`src/rtl/mmcm_phase_sequencer_if.sv`:
```
// Command, MMCM phase-shift and status signals for mmcm_phase_sequencer.
// The master side is the surrounding logic (host plus MMCMs); the slave side is the sequencer.
interface mmcm_phase_sequencer_if #(
    parameter int NUM_CH = 2,
    parameter int POS_W  = 9,
    parameter int CMD_W  = 16,
    parameter int CH_W   = 1
);
    logic                    cmd_valid;
    logic                    cmd_ready;
    logic [CH_W-1:0]         cmd_ch;
    logic                    cmd_rel;
    logic [CMD_W-1:0]        cmd_value;
    logic [NUM_CH-1:0]       ps_en;
    logic [NUM_CH-1:0]       ps_incdec;
    logic [NUM_CH-1:0]       ps_done;
    logic [NUM_CH-1:0]       locked;
    logic [NUM_CH*POS_W-1:0] pos_flat;
    logic                    busy;
    logic                    done_pulse;
    logic [1:0]              status;

    modport master (
        output cmd_valid, cmd_ch, cmd_rel, cmd_value, ps_done, locked,
        input  cmd_ready, ps_en, ps_incdec, pos_flat, busy, done_pulse, status
    );

    modport slave (
        input  cmd_valid, cmd_ch, cmd_rel, cmd_value, ps_done, locked,
        output cmd_ready, ps_en, ps_incdec, pos_flat, busy, done_pulse, status
    );
endinterface

```
`src/rtl/mmcm_phase_sequencer.sv`:
```
// Drives MMCM fine phase shift (PSEN/PSINCDEC/PSDONE) for several channels, one command at a time,
// moving along the shortest wrapped path and tracking each channel's position in fine steps.
module mmcm_phase_sequencer #(
    parameter int NUM_CH      = 2,
    parameter int WRAP_STEPS  = 280,
    parameter int CMD_W       = 16,
    parameter int TIMEOUT_CYC = 64,
    localparam int POS_W      = $clog2(WRAP_STEPS),
    localparam int CH_W       = (NUM_CH > 1) ? $clog2(NUM_CH) : 1
) (
    input  logic                  clk,
    input  logic                  rst,
    mmcm_phase_sequencer_if.slave bus
);
    localparam int TMO_W = $clog2(TIMEOUT_CYC + 1);

    localparam logic [1:0] ST_OK      = 2'd0;
    localparam logic [1:0] ST_RANGE   = 2'd1;
    localparam logic [1:0] ST_TIMEOUT = 2'd2;
    localparam logic [1:0] ST_ABORT   = 2'd3;

    typedef enum logic [2:0] {IDLE, CALC, ISSUE, WAIT, DONE} state_t;

    state_t                        state_q, state_d;
    logic [CH_W-1:0]               ch_q, ch_d;
    logic                          rel_q, rel_d;
    logic [CMD_W-1:0]              value_q, value_d;
    logic                          dir_q, dir_d;
    logic [POS_W-1:0]              steps_q, steps_d;
    logic [TMO_W-1:0]              tmo_q, tmo_d;
    logic [1:0]                    status_q, status_d;

    logic [NUM_CH-1:0][POS_W-1:0]  pos_all;
    logic                          ch_ok;
    logic [CH_W-1:0]               ch_idx;
    logic                          lock_ch;
    logic                          done_ch;
    logic [POS_W-1:0]              pos_cur;
    logic                          step_en;
    logic                          issue_fire;
    logic                          range_err;
    int                            val_s;
    int                            tgt;
    int                            fwd;

    // Out-of-range channel numbers are masked to 0 so lookups stay in bounds; CALC rejects them anyway.
    assign ch_ok   = int'(ch_q) < NUM_CH;
    assign ch_idx  = ch_ok ? ch_q : '0;
    assign lock_ch = bus.locked[ch_idx];
    assign done_ch = bus.ps_done[ch_idx];
    assign pos_cur = pos_all[ch_idx];

    always_ff @(posedge clk) begin
        if (rst) begin
            state_q  <= IDLE;
            ch_q     <= '0;
            rel_q    <= 1'b0;
            value_q  <= '0;
            dir_q    <= 1'b0;
            steps_q  <= '0;
            tmo_q    <= '0;
            status_q <= ST_OK;
        end else begin
            state_q  <= state_d;
            ch_q     <= ch_d;
            rel_q    <= rel_d;
            value_q  <= value_d;
            dir_q    <= dir_d;
            steps_q  <= steps_d;
            tmo_q    <= tmo_d;
            status_q <= status_d;
        end
    end

    always_comb begin
        state_d   = state_q;
        ch_d      = ch_q;
        rel_d     = rel_q;
        value_d   = value_q;
        dir_d     = dir_q;
        steps_d   = steps_q;
        tmo_d     = tmo_q;
        status_d  = status_q;
        step_en   = 1'b0;

        // Relative deltas are bounded below one period, so a single wrap correction suffices.
        val_s = int'($signed(value_q));
        if (rel_q) begin
            tgt = int'(pos_cur) + val_s;
            if (tgt < 0)
                tgt = tgt + WRAP_STEPS;
            else if (tgt >= WRAP_STEPS)
                tgt = tgt - WRAP_STEPS;
        end else begin
            tgt = val_s;
        end
        fwd = tgt - int'(pos_cur);
        if (fwd < 0)
            fwd = fwd + WRAP_STEPS;
        range_err = !ch_ok || !lock_ch ||
                    (rel_q ? (val_s >= WRAP_STEPS || val_s <= -WRAP_STEPS)
                           : (val_s < 0 || val_s > WRAP_STEPS - 1));

        case (state_q)
            IDLE: begin
                if (bus.cmd_valid) begin
                    ch_d    = bus.cmd_ch;
                    rel_d   = bus.cmd_rel;
                    value_d = bus.cmd_value;
                    state_d = CALC;
                end
            end
            CALC: begin
                if (range_err) begin
                    status_d = ST_RANGE;
                    state_d  = DONE;
                end else if (fwd == 0) begin
                    status_d = ST_OK;
                    state_d  = DONE;
                end else if (fwd <= WRAP_STEPS / 2) begin
                    dir_d   = 1'b1;
                    steps_d = POS_W'(fwd);
                    state_d = ISSUE;
                end else begin
                    dir_d   = 1'b0;
                    steps_d = POS_W'(WRAP_STEPS - fwd);
                    state_d = ISSUE;
                end
            end
            ISSUE: begin
                if (!lock_ch) begin
                    status_d = ST_ABORT;
                    state_d  = DONE;
                end else begin
                    tmo_d   = '0;
                    state_d = WAIT;
                end
            end
            WAIT: begin
                // Lock loss outranks PSDONE, which in turn outranks the timeout terminal count.
                if (!lock_ch) begin
                    status_d = ST_ABORT;
                    state_d  = DONE;
                end else if (done_ch) begin
                    step_en = 1'b1;
                    if (steps_q == POS_W'(1)) begin
                        status_d = ST_OK;
                        state_d  = DONE;
                    end else begin
                        steps_d = steps_q - 1'b1;
                        state_d = ISSUE;
                    end
                end else if (tmo_q == TMO_W'(TIMEOUT_CYC - 1)) begin
                    status_d = ST_TIMEOUT;
                    state_d  = DONE;
                end else begin
                    tmo_d = tmo_q + 1'b1;
                end
            end
            DONE: state_d = IDLE;
            default: state_d = IDLE;
        endcase
    end

    // Outputs are gated by rst combinationally so a reset drops PSEN in the very cycle it is asserted.
    assign issue_fire = (state_q == ISSUE) && lock_ch && !rst;

    always_comb begin
        bus.ps_en     = '0;
        bus.ps_incdec = '0;
        if (issue_fire) begin
            bus.ps_en[ch_idx]     = 1'b1;
            bus.ps_incdec[ch_idx] = dir_q;
        end
    end

    assign bus.cmd_ready  = (state_q == IDLE) && !rst;
    assign bus.busy       = (state_q != IDLE) && !rst;
    assign bus.done_pulse = (state_q == DONE) && !rst;
    assign bus.status     = bus.done_pulse ? status_q : 2'd0;
    assign bus.pos_flat   = pos_all;

    for (genvar gi = 0; gi < NUM_CH; gi++) begin : g_ch
        logic [POS_W-1:0] pos_q;

        // An MMCM that loses lock is reset and forgets its phase offset.
        always_ff @(posedge clk) begin
            if (rst) begin
                pos_q <= '0;
            end else if (!bus.locked[gi]) begin
                pos_q <= '0;
            end else if (step_en && (ch_idx == CH_W'(gi))) begin
                if (dir_q)
                    pos_q <= (pos_q == POS_W'(WRAP_STEPS - 1)) ? '0 : pos_q + 1'b1;
                else
                    pos_q <= (pos_q == '0) ? POS_W'(WRAP_STEPS - 1) : pos_q - 1'b1;
            end
        end

        assign pos_all[gi] = pos_q;
    end
endmodule
```
`src/flat_wrapper.sv`:
```
// flat-port wrapper written by rule: the top's interface ports become plain ports
module mmcm_phase_sequencer_flat 
#(
    parameter int NUM_CH      = 2,
    parameter int WRAP_STEPS  = 280,
    parameter int CMD_W       = 16,
    parameter int TIMEOUT_CYC = 64,
    localparam int POS_W      = $clog2(WRAP_STEPS),
    localparam int CH_W       = (NUM_CH > 1) ? $clog2(NUM_CH) : 1
)
  (clk, rst, bus_cmd_valid, bus_cmd_ch, bus_cmd_rel, bus_cmd_value, bus_ps_done, bus_locked, bus_cmd_ready, bus_ps_en, bus_ps_incdec, bus_pos_flat, bus_busy, bus_done_pulse, bus_status);
  mmcm_phase_sequencer_if #(.NUM_CH(NUM_CH), .CMD_W(CMD_W)) bus_i ();
  input  logic clk;
  input  logic rst;
  input wire logic [$bits(bus_i.cmd_valid)-1:0] bus_cmd_valid;
  input wire logic [$bits(bus_i.cmd_ch)-1:0] bus_cmd_ch;
  input wire logic [$bits(bus_i.cmd_rel)-1:0] bus_cmd_rel;
  input wire logic [$bits(bus_i.cmd_value)-1:0] bus_cmd_value;
  input wire logic [$bits(bus_i.ps_done)-1:0] bus_ps_done;
  input wire logic [$bits(bus_i.locked)-1:0] bus_locked;
  output wire logic [$bits(bus_i.cmd_ready)-1:0] bus_cmd_ready;
  output wire logic [$bits(bus_i.ps_en)-1:0] bus_ps_en;
  output wire logic [$bits(bus_i.ps_incdec)-1:0] bus_ps_incdec;
  output wire logic [$bits(bus_i.pos_flat)-1:0] bus_pos_flat;
  output wire logic [$bits(bus_i.busy)-1:0] bus_busy;
  output wire logic [$bits(bus_i.done_pulse)-1:0] bus_done_pulse;
  output wire logic [$bits(bus_i.status)-1:0] bus_status;
  assign bus_i.cmd_valid = bus_cmd_valid;
  assign bus_i.cmd_ch = bus_cmd_ch;
  assign bus_i.cmd_rel = bus_cmd_rel;
  assign bus_i.cmd_value = bus_cmd_value;
  assign bus_i.ps_done = bus_ps_done;
  assign bus_i.locked = bus_locked;
  assign bus_cmd_ready = bus_i.cmd_ready;
  assign bus_ps_en = bus_i.ps_en;
  assign bus_ps_incdec = bus_i.ps_incdec;
  assign bus_pos_flat = bus_i.pos_flat;
  assign bus_busy = bus_i.busy;
  assign bus_done_pulse = bus_i.done_pulse;
  assign bus_status = bus_i.status;
  mmcm_phase_sequencer #(.NUM_CH(NUM_CH), .WRAP_STEPS(WRAP_STEPS), .CMD_W(CMD_W), .TIMEOUT_CYC(TIMEOUT_CYC)) u_core (.clk(clk), .rst(rst), .bus(bus_i));
endmodule
```
`config.mk`:
```
export PLATFORM = sky130hd
export DESIGN_NAME = mmcm_phase_sequencer_flat
export DESIGN_NICKNAME = d
export VERILOG_FILES = /design/src/rtl/mmcm_phase_sequencer_if.sv /design/src/rtl/mmcm_phase_sequencer.sv /design/src/flat_wrapper.sv
export SDC_FILE = /design/constraint.sdc
export NUM_CORES = 1
export LEC_CHECK = 0
export CAP_MARGIN = 0
export CORE_MARGIN = 4
export CORE_UTILIZATION = 50
export DETAILED_ROUTE_END_ITERATION = 7
export GPL_TIMING_DRIVEN = 0
export PLACE_DENSITY_LB_ADDON = 0.12
export SETUP_SLACK_MARGIN = 0.3
export SLEW_MARGIN = 10
export SYNTH_ARGS = -nofsm -noshare
export SYNTH_HDL_FRONTEND = slang
export SYNTH_SLANG_ARGS = --single-unit
```
`constraint.sdc`:
```
create_clock -name clk -period 9.25 [get_ports clk]
set_input_delay 1.3875 -clock clk [delete_from_list [all_inputs] [get_ports clk]]
set_output_delay 1.3875 -clock clk [all_outputs]
set_load 0.05 [all_outputs]
```
### Word-level counts from Yosys, hierarchy flattened

Cells that the tools add are included.

| cells by class | value |
|---|---|
| reduce and logical (&&, ||, !) cells | 29 |
| equal/unequal tests | 21 |
| $lt $le $gt $ge | 10 |
| bitwise operators | 6 |
| muxes and demuxes | 55 |
| add/sub/neg operators | 12 |

Operators with widths:

| operator | number |
|---|---|
| $mux W32 | 4 |
| $mux W9 | 14 |
| $add A32 B10 Y32 const B | 2 |
| $lt A32 B1 Y1 const B | 2 |
| $ge A32 B10 Y1 const B | 1 |
| $le A32 B9 Y1 const B | 1 |
| $logic_not A32 Y1 | 1 |
| $sub A32 B10 Y32 | 1 |
| $sub A32 B10 Y32 const B | 1 |
| $mux W7 | 4 |
| $sub A9 B1 Y9 const B | 3 |
| $mux W3 | 8 |
| $mux W2 | 10 |
| $add A9 B1 Y9 const B | 2 |
| $eq A9 B9 Y1 const B | 2 |
| $logic_not A9 Y1 | 2 |
| $pmux W9 S2 | 1 |
| $add A10 B16 Y17 | 1 |
| $ge A16 B10 Y1 const B | 1 |
| $gt A16 B10 Y1 const B | 1 |
| $le A16 B10 Y1 const B | 1 |
| $lt A16 B1 Y1 const B | 1 |
| $ne A2 B2 Y1 const B | 7 |
| $pmux W7 S2 | 1 |
| other kinds (29) | 61 |

| word-level totals | value |
|---|---|
| logic and storage cells | 143 |
| output and inout port bits | 27 |
| input bits | 25 |
| register bits | 58 |

### Logic depth before layout (Yosys ltp)

| depth | value |
|---|---|
| depth in word-level cells | 15 |
| depth in mapped cells | 41 |

### Worst setup path before layout

No wires, ideal clock.

| timing | value |
|---|---|
| path type | reg-to-reg |
| start | reg u_core.ch_q, in the netlist u_core.ch_idx |
| end | reg u_core.steps_q[2] |
| slack | 940 ps |
| cell stages (with the launch flop) | 37 |
| required time | 9,162 ps |
| arrival time | 8,222 ps |
| clock period less this slack | 8,310 ps |
| path through | dfxtp_1 > buf_1 > clkbuf_1 > nand2_1 > o21ai_0 > ha_1 > inv_1 > fa_1 > nand2b_1 > a21boi_2 > o21a_2 > o211ai_1 > or3_1 > nor3_1 > nand2_1 > ha_1 > clkbuf_1 > or2_1 > buf_4 > a211oi_1 > a21oi_1 > mux2_2 > ha_1 > a21boi_0 > o21ai_0 > a21oi_1 > o41ai_1 > o211ai_2 > nor4_1 > mux2i_1 > nor4_4 > mux2i_1 > a221oi_2 > and2_4 > a211o_1 > and3_1 > o32ai_2 |

| on the way | value |
|---|---|
| longest elaborated chain between the ends | 15 |
| elaborated cells on any way between the ends | 32 |
| those cells by class | add/sub: 6; order compare: 4; eq/ne: 4; mux: 14; reduce/logical: 4 |

Ends and longest elaborated chain:

| what | line | source |
|---|---|---|
| from (decl) | mmcm_phase_sequencer.sv:25 | `logic [CH_W-1:0] ch_q, ch_d;` |
| from (signal assigned) | mmcm_phase_sequencer.sv:65 | `ch_q <= ch_d;` |
| $mux W9 (not written as such) (2 in series) | mmcm_phase_sequencer.sv:51 | `assign pos_cur = pos_all[ch_idx];` |
| $add A10 B16 Y17 | mmcm_phase_sequencer.sv:89 | `tgt = int'(pos_cur) + val_s;` |
| $sub A32 B10 Y32 / $ge A32 B10 Y1 (equally long branches) | mmcm_phase_sequencer.sv:93, mmcm_phase_sequencer.sv:92 |  |
| $mux W32 | mmcm_phase_sequencer.sv:92 | `else if (tgt >= WRAP_STEPS)` |
| $mux W32 | mmcm_phase_sequencer.sv:90 | `if (tgt < 0)` |
| $mux W32 | mmcm_phase_sequencer.sv:88 | `if (rel_q) begin` |
| $sub A32 B10 Y32 | mmcm_phase_sequencer.sv:97 | `fwd = tgt - int'(pos_cur);` |
| $add A32 B10 Y32 / $lt A32 B1 Y1 (equally long branches) | mmcm_phase_sequencer.sv:99, mmcm_phase_sequencer.sv:98 |  |
| $mux W32 | mmcm_phase_sequencer.sv:98 | `if (fwd < 0)` |
| $le A32 B9 Y1 / $sub A9 B9 Y9 (equally long branches) | mmcm_phase_sequencer.sv:120, mmcm_phase_sequencer.sv:126 |  |
| $mux W9 | mmcm_phase_sequencer.sv:120 | `end else if (fwd <= WRAP_STEPS / 2) begin` |
| $mux W9 | mmcm_phase_sequencer.sv:117 | `end else if (fwd == 0) begin` |
| $mux W9 | mmcm_phase_sequencer.sv:114 | `if (range_err) begin` |
| $pmux W9 S2 | mmcm_phase_sequencer.sv:104 | `case (state_q)` |
| to (signal assigned) | mmcm_phase_sequencer.sv:69 | `steps_q <= steps_d;` |
| to (decl) | mmcm_phase_sequencer.sv:29 | `logic [POS_W-1:0] steps_q, steps_d;` |

Parallel ways exist; a longest one is shown, timed or not. The select of a mux whose other input is x is not followed.
A chain may end at the register's enable or synchronous reset.

### Final worst setup path

| timing | value |
|---|---|
| start | reg u_core.ch_q, in the netlist u_core.ch_idx |
| end | reg u_core.steps_q[8] |

Same word-level chain as after synthesis.

==> impl_metrics.py <==
metrics = {
    "yosys": {
        "ys_warn_count": 0,
        "syn_inst": 997,
        "yosys_most_used_dff": "dfxtp_1",
        "synth_async_sr_flop_share_pct": 0,
        "yosysTopAreaCellShare_pct": 16.45,
        "ys_seq_area_share_pct": 16.45,
        "syn_area_sq_um": 7057,
        "ys_ff_latch": 58,
        "ys_types": 107,
        "synth_edf_count": 0,
        "synthTopCellsByArea": "dfxtp_1, nand2_1, a21oi_1, ha_1, nor2_1",
        "syn_nets": 1055,
        "synth_top_area_cell": "dfxtp_1",
        "syn_area_per_cell_sq_um": 7.078,
    },
    "grt": {
        "grt_pass1_vias": 6916,
        "gr-total-overflow": 0,
        "grt_first_pass_wirelength_mm": 34.66,
        "gr-usage-all-layers_pct": 25.92,
        "grt_max_degree": 12,
        "antenna_found_initial": 0,
    },
    "flow_run": {
        "maxCapViolCount": 0,
    },
    "setup_path": {
        "critPathSlowestCell": "dfxtp_1",
        "cp-startpoint": "u_core.ch_idx$_SDFFE_PP0P_",
        "cp-end-kind": "flip-flop",
        "regToRegStartpoint": "u_core.ch_idx$_SDFFE_PP0P_",
        "path_class": "reg2reg",
        "crit_required_ps": 9450,
        "r2r-end": "u_core.steps_q[8]$_SDFFE_PP0P_",
        "cpLargestDelayFamily": "compound AO/OA/AOI/OAI gates",
        "cp_num_buf_inv": 8,
        "crit_cells": 37,
        "critPathCapture": "u_core.steps_q[8]$_SDFFE_PP0P_",
        "reg2reg_slack_ps": 790,
        "reg2reg_depth": 37,
        "worstPathArrival_ps": 8660,
        "max_stage_delay_ps": 400,
        "crit_fanout": 10,
        "cp-start-kind": "flip-flop",
    },
    "floorplanning": {
        "die_x_microns": 126.8,
        "start_util_pct": 51.04,
        "pin_count": 52,
        "core_sq_um": 13830,
        "fp.dieArea_sq_um": 16080,
        "fp.dieH_microns": 126.8,
        "fp-row-count": 43,
    },
    "drt": {
        "ant_nets": 0,
        "first_pass_iters": 5,
        "drcViolationCount": 0,
        "wl_per_cell_microns": 17.27,
        "totalWireLength_mm": 21.55,
        "vias": 7698,
        "viasPerCell": 6.168,
        "drt_iter0_drc": 617,
    },
    "clock_tree": {
        "cts.clk_slew.worst_paths_ps": 60,
        "root_buffer": "clkbuf_16",
        "cts_tree": "built",
        "cts_buffer_depth": 2,
        "clock_latency_ps": 350,
        "h-tree-depth": 3,
        "cts_buffers": 9,
        "cts_hold_buf": 0,
        "cts_sinks": 58,
    },
    "layout": {
        "final_common_cell": "nand2_1",
        "synthToLayoutAreaGrowth_pct": 16.56,
        "antenna_cells": 0,
        "layout_common_cells": "nand2_1, nor2_1, a21oi_1, dfxtp_1, clkdlybuf4s50_1",
        "finalInstanceArea_sq_um": 8225,
        "drive_gt1_share_pct": 10.58,
        "fin_nets": 1121,
    },
    "status": {
        "status": "finished clean",
    },
    "timing": {
        "slew_headroom_pct": 36.27,
        "fin_crit_ps": 8463,
        "worstMarginPinSlew_ps": 953.5,
        "setup_viol": 0,
        "drv_slew": 0,
        "max_freq_ghz": 0.1182,
        "fin_crit_sh_pct": 91.50,
        "grt_setup_unrepaired": "no",
        "finalClockSkew_ps": 7.987,
        "hold_violations": 0,
        "fin_setup_tns_ps": 0,
    },
    "power_and_ir_drop": {
        "p_leak_nw": 2.930,
        "max-vdd-ir-drop_mv": 0.1095,
        "p_seq_share_pct": 21.7,
        "power_switching_share_pct": 42.08,
        "p_per_area_nw_per_um2": 151.5,
        "p_sw_mw": 0.5245,
        "p_clk_share_pct": 28.1,
        "p_int_mw": 0.7220,
        "combPwrFrac_pct": 50.2,
    },
    "placement": {
        "gp_congestion": 0.9298,
        "dp_hpwl_mm": 16.34,
        "io_buffers": 51,
        "place_area_sq_um": 7799,
    },
    "min_path": {
        "min_path_type": "reg2reg",
    },
}
==> what timing repair did <==
item                       4_1_cts  5_1_grt
setup endpoints to repair       14       14
gates cloned                     0        0
pin swaps                        0        6
resized for setup                5       22
setup buffers                    0        4
==> sequential cells by signal (all words and copies together), names as in the netlist <==
signal             count
u_core.state_q         3
u_core.g_ch.pos_q     18
u_core.value_q        16
u_core.tmo_q           7
u_core.ch_idx          1
u_core.status_q        2
u_core.steps_q         9
u_core.rel_q           1
u_core.dir_q           1
==> worst reg2reg max path: cells and delay by family (launching register included) <==
| family | cells | cell delay, ps |
|---|---|---|
| flops | 1 | 400 |
| mux | 3 | 850 |
| buf+inv | 8 | 1390 |
| xor+xnor | 2 | 440 |
| simple gates | 7 | 1660 |
| fa+ha+maj | 3 | 900 |
| compound gates | 14 | 2690 |
==> layout make-up <==
type	instances	area, sq um
Multi-Input combinational cell	848	5594
Clock buffer	10	239.0
Fill cell	1335	5602
Clock inverter	6	66.31
Timing Repair Buffer	55	540.5
Inverter	39	146.4
Sequential cell	58	1161
Buffer	52	252.7
Tap cell	180	225.2
==> cells in the mapped netlist, types with 4 or more instances <==
cell type    n
o21ai_1      4
nand4_1     15
mux2i_1     22
xnor2_1     28
nor3_1      49
nor2b_1      8
or3_1       18
a21oi_1     81
and3_1      10
o211ai_2     4
buf_6        4
or2_2        9
nor4_1      11
buf_1        4
buf_2        8
nand3_1     37
o21ai_0     51
mux2_2       6
a211oi_1    13
a31oi_1     18
and2_1      11
o211a_1      4
ha_1        31
inv_1       38
or2_1        4
o21a_1      11
o32ai_1      4
a22oi_1      4
xor2_1      15
o211ai_1     9
a311oi_1     4
o22ai_1      8
nor4b_1      5
nand2b_1    15
o31ai_1      6
a21boi_0     4
nor2_1     103
o221a_2      4
clkbuf_1    35
dfxtp_1     58
nand2_1    124
==> per-stage QoR <==
stage / instances / utilization [%] / power [mW] / setup slack, ps / hold slack [ps]
floorplan: 997 / - / 0.7395 / 939.7 / 430.1
global placement: 1228 / 56.36 / 0.8615 / -558.2 / 453.4
detailed placement: 1228 / 56.40 / 0.8653 / -542.2 / 450.8
CTS: 1244 / 58.80 / 1.223 / 378.8 / 460.3
global route: 1248 / 59.49 / 1.319 / 306.7 / 491.1
finish: 1248 / 59.49 / 1.247 / 786.6 / 454.4
==> power groups by stage <==
stage,registers (mW),clock network (mW),logic (mW)
2_1_floorplan,0.272,0,0.468
3_3_place_gp,0.275,0,0.586
3_5_place_dp,0.275,0,0.590
4_1_cts,0.270,0.354,0.599
5_1_grt,0.272,0.364,0.684
6_report,0.271,0.350,0.626
==> worst min path at each step <==
stage	startpoint	end	slack [ps]	depth (start not counted)
after floorplan	u_core.status_q[1]$_SDFFE_PP0P_	u_core.status_q[1]$_SDFFE_PP0P_	430	2
after global placement	u_core.status_q[1]$_SDFFE_PP0P_	u_core.status_q[1]$_SDFFE_PP0P_	450	2
after detailed placement	u_core.status_q[1]$_SDFFE_PP0P_	u_core.status_q[1]$_SDFFE_PP0P_	450	2
after CTS	u_core.status_q[1]$_SDFFE_PP0P_	u_core.status_q[1]$_SDFFE_PP0P_	460	2
after global routing	u_core.status_q[1]$_SDFFE_PP0P_	u_core.status_q[1]$_SDFFE_PP0P_	490	2
final	u_core.status_q[1]$_SDFFE_PP0P_	u_core.status_q[1]$_SDFFE_PP0P_	450	2
==> routing by layer <==
| layer | global-route usage [%] | vias up | routed length (microns) |
|---|---|---|---|
| met5 | 0 | - | 0 |
| li1 | - | 3825 | - |
| met4 | 7.256 | 0 | 417 |
| met3 | 3.705 | 33 | 1349 |
| met1 | 36.75 | 3550 | 10240 |
| met2 | 41.03 | 290 | 9545 |
==> cells by family after synthesis <==
| logic type | synth area share [%] |
|---|---|
| AND/OR/NAND/NOR | 31.84 |
| adder cells (fa/ha/maj) | 6.064 |
| XOR/XNOR | 5.568 |
| flip-flops | 16.45 |
| multiplexers | 4.078 |
| AO/OA/AOI/OAI | 30.53 |
| buffers and inverters | 5.461 |
Power figures use the tool's default switching activity.
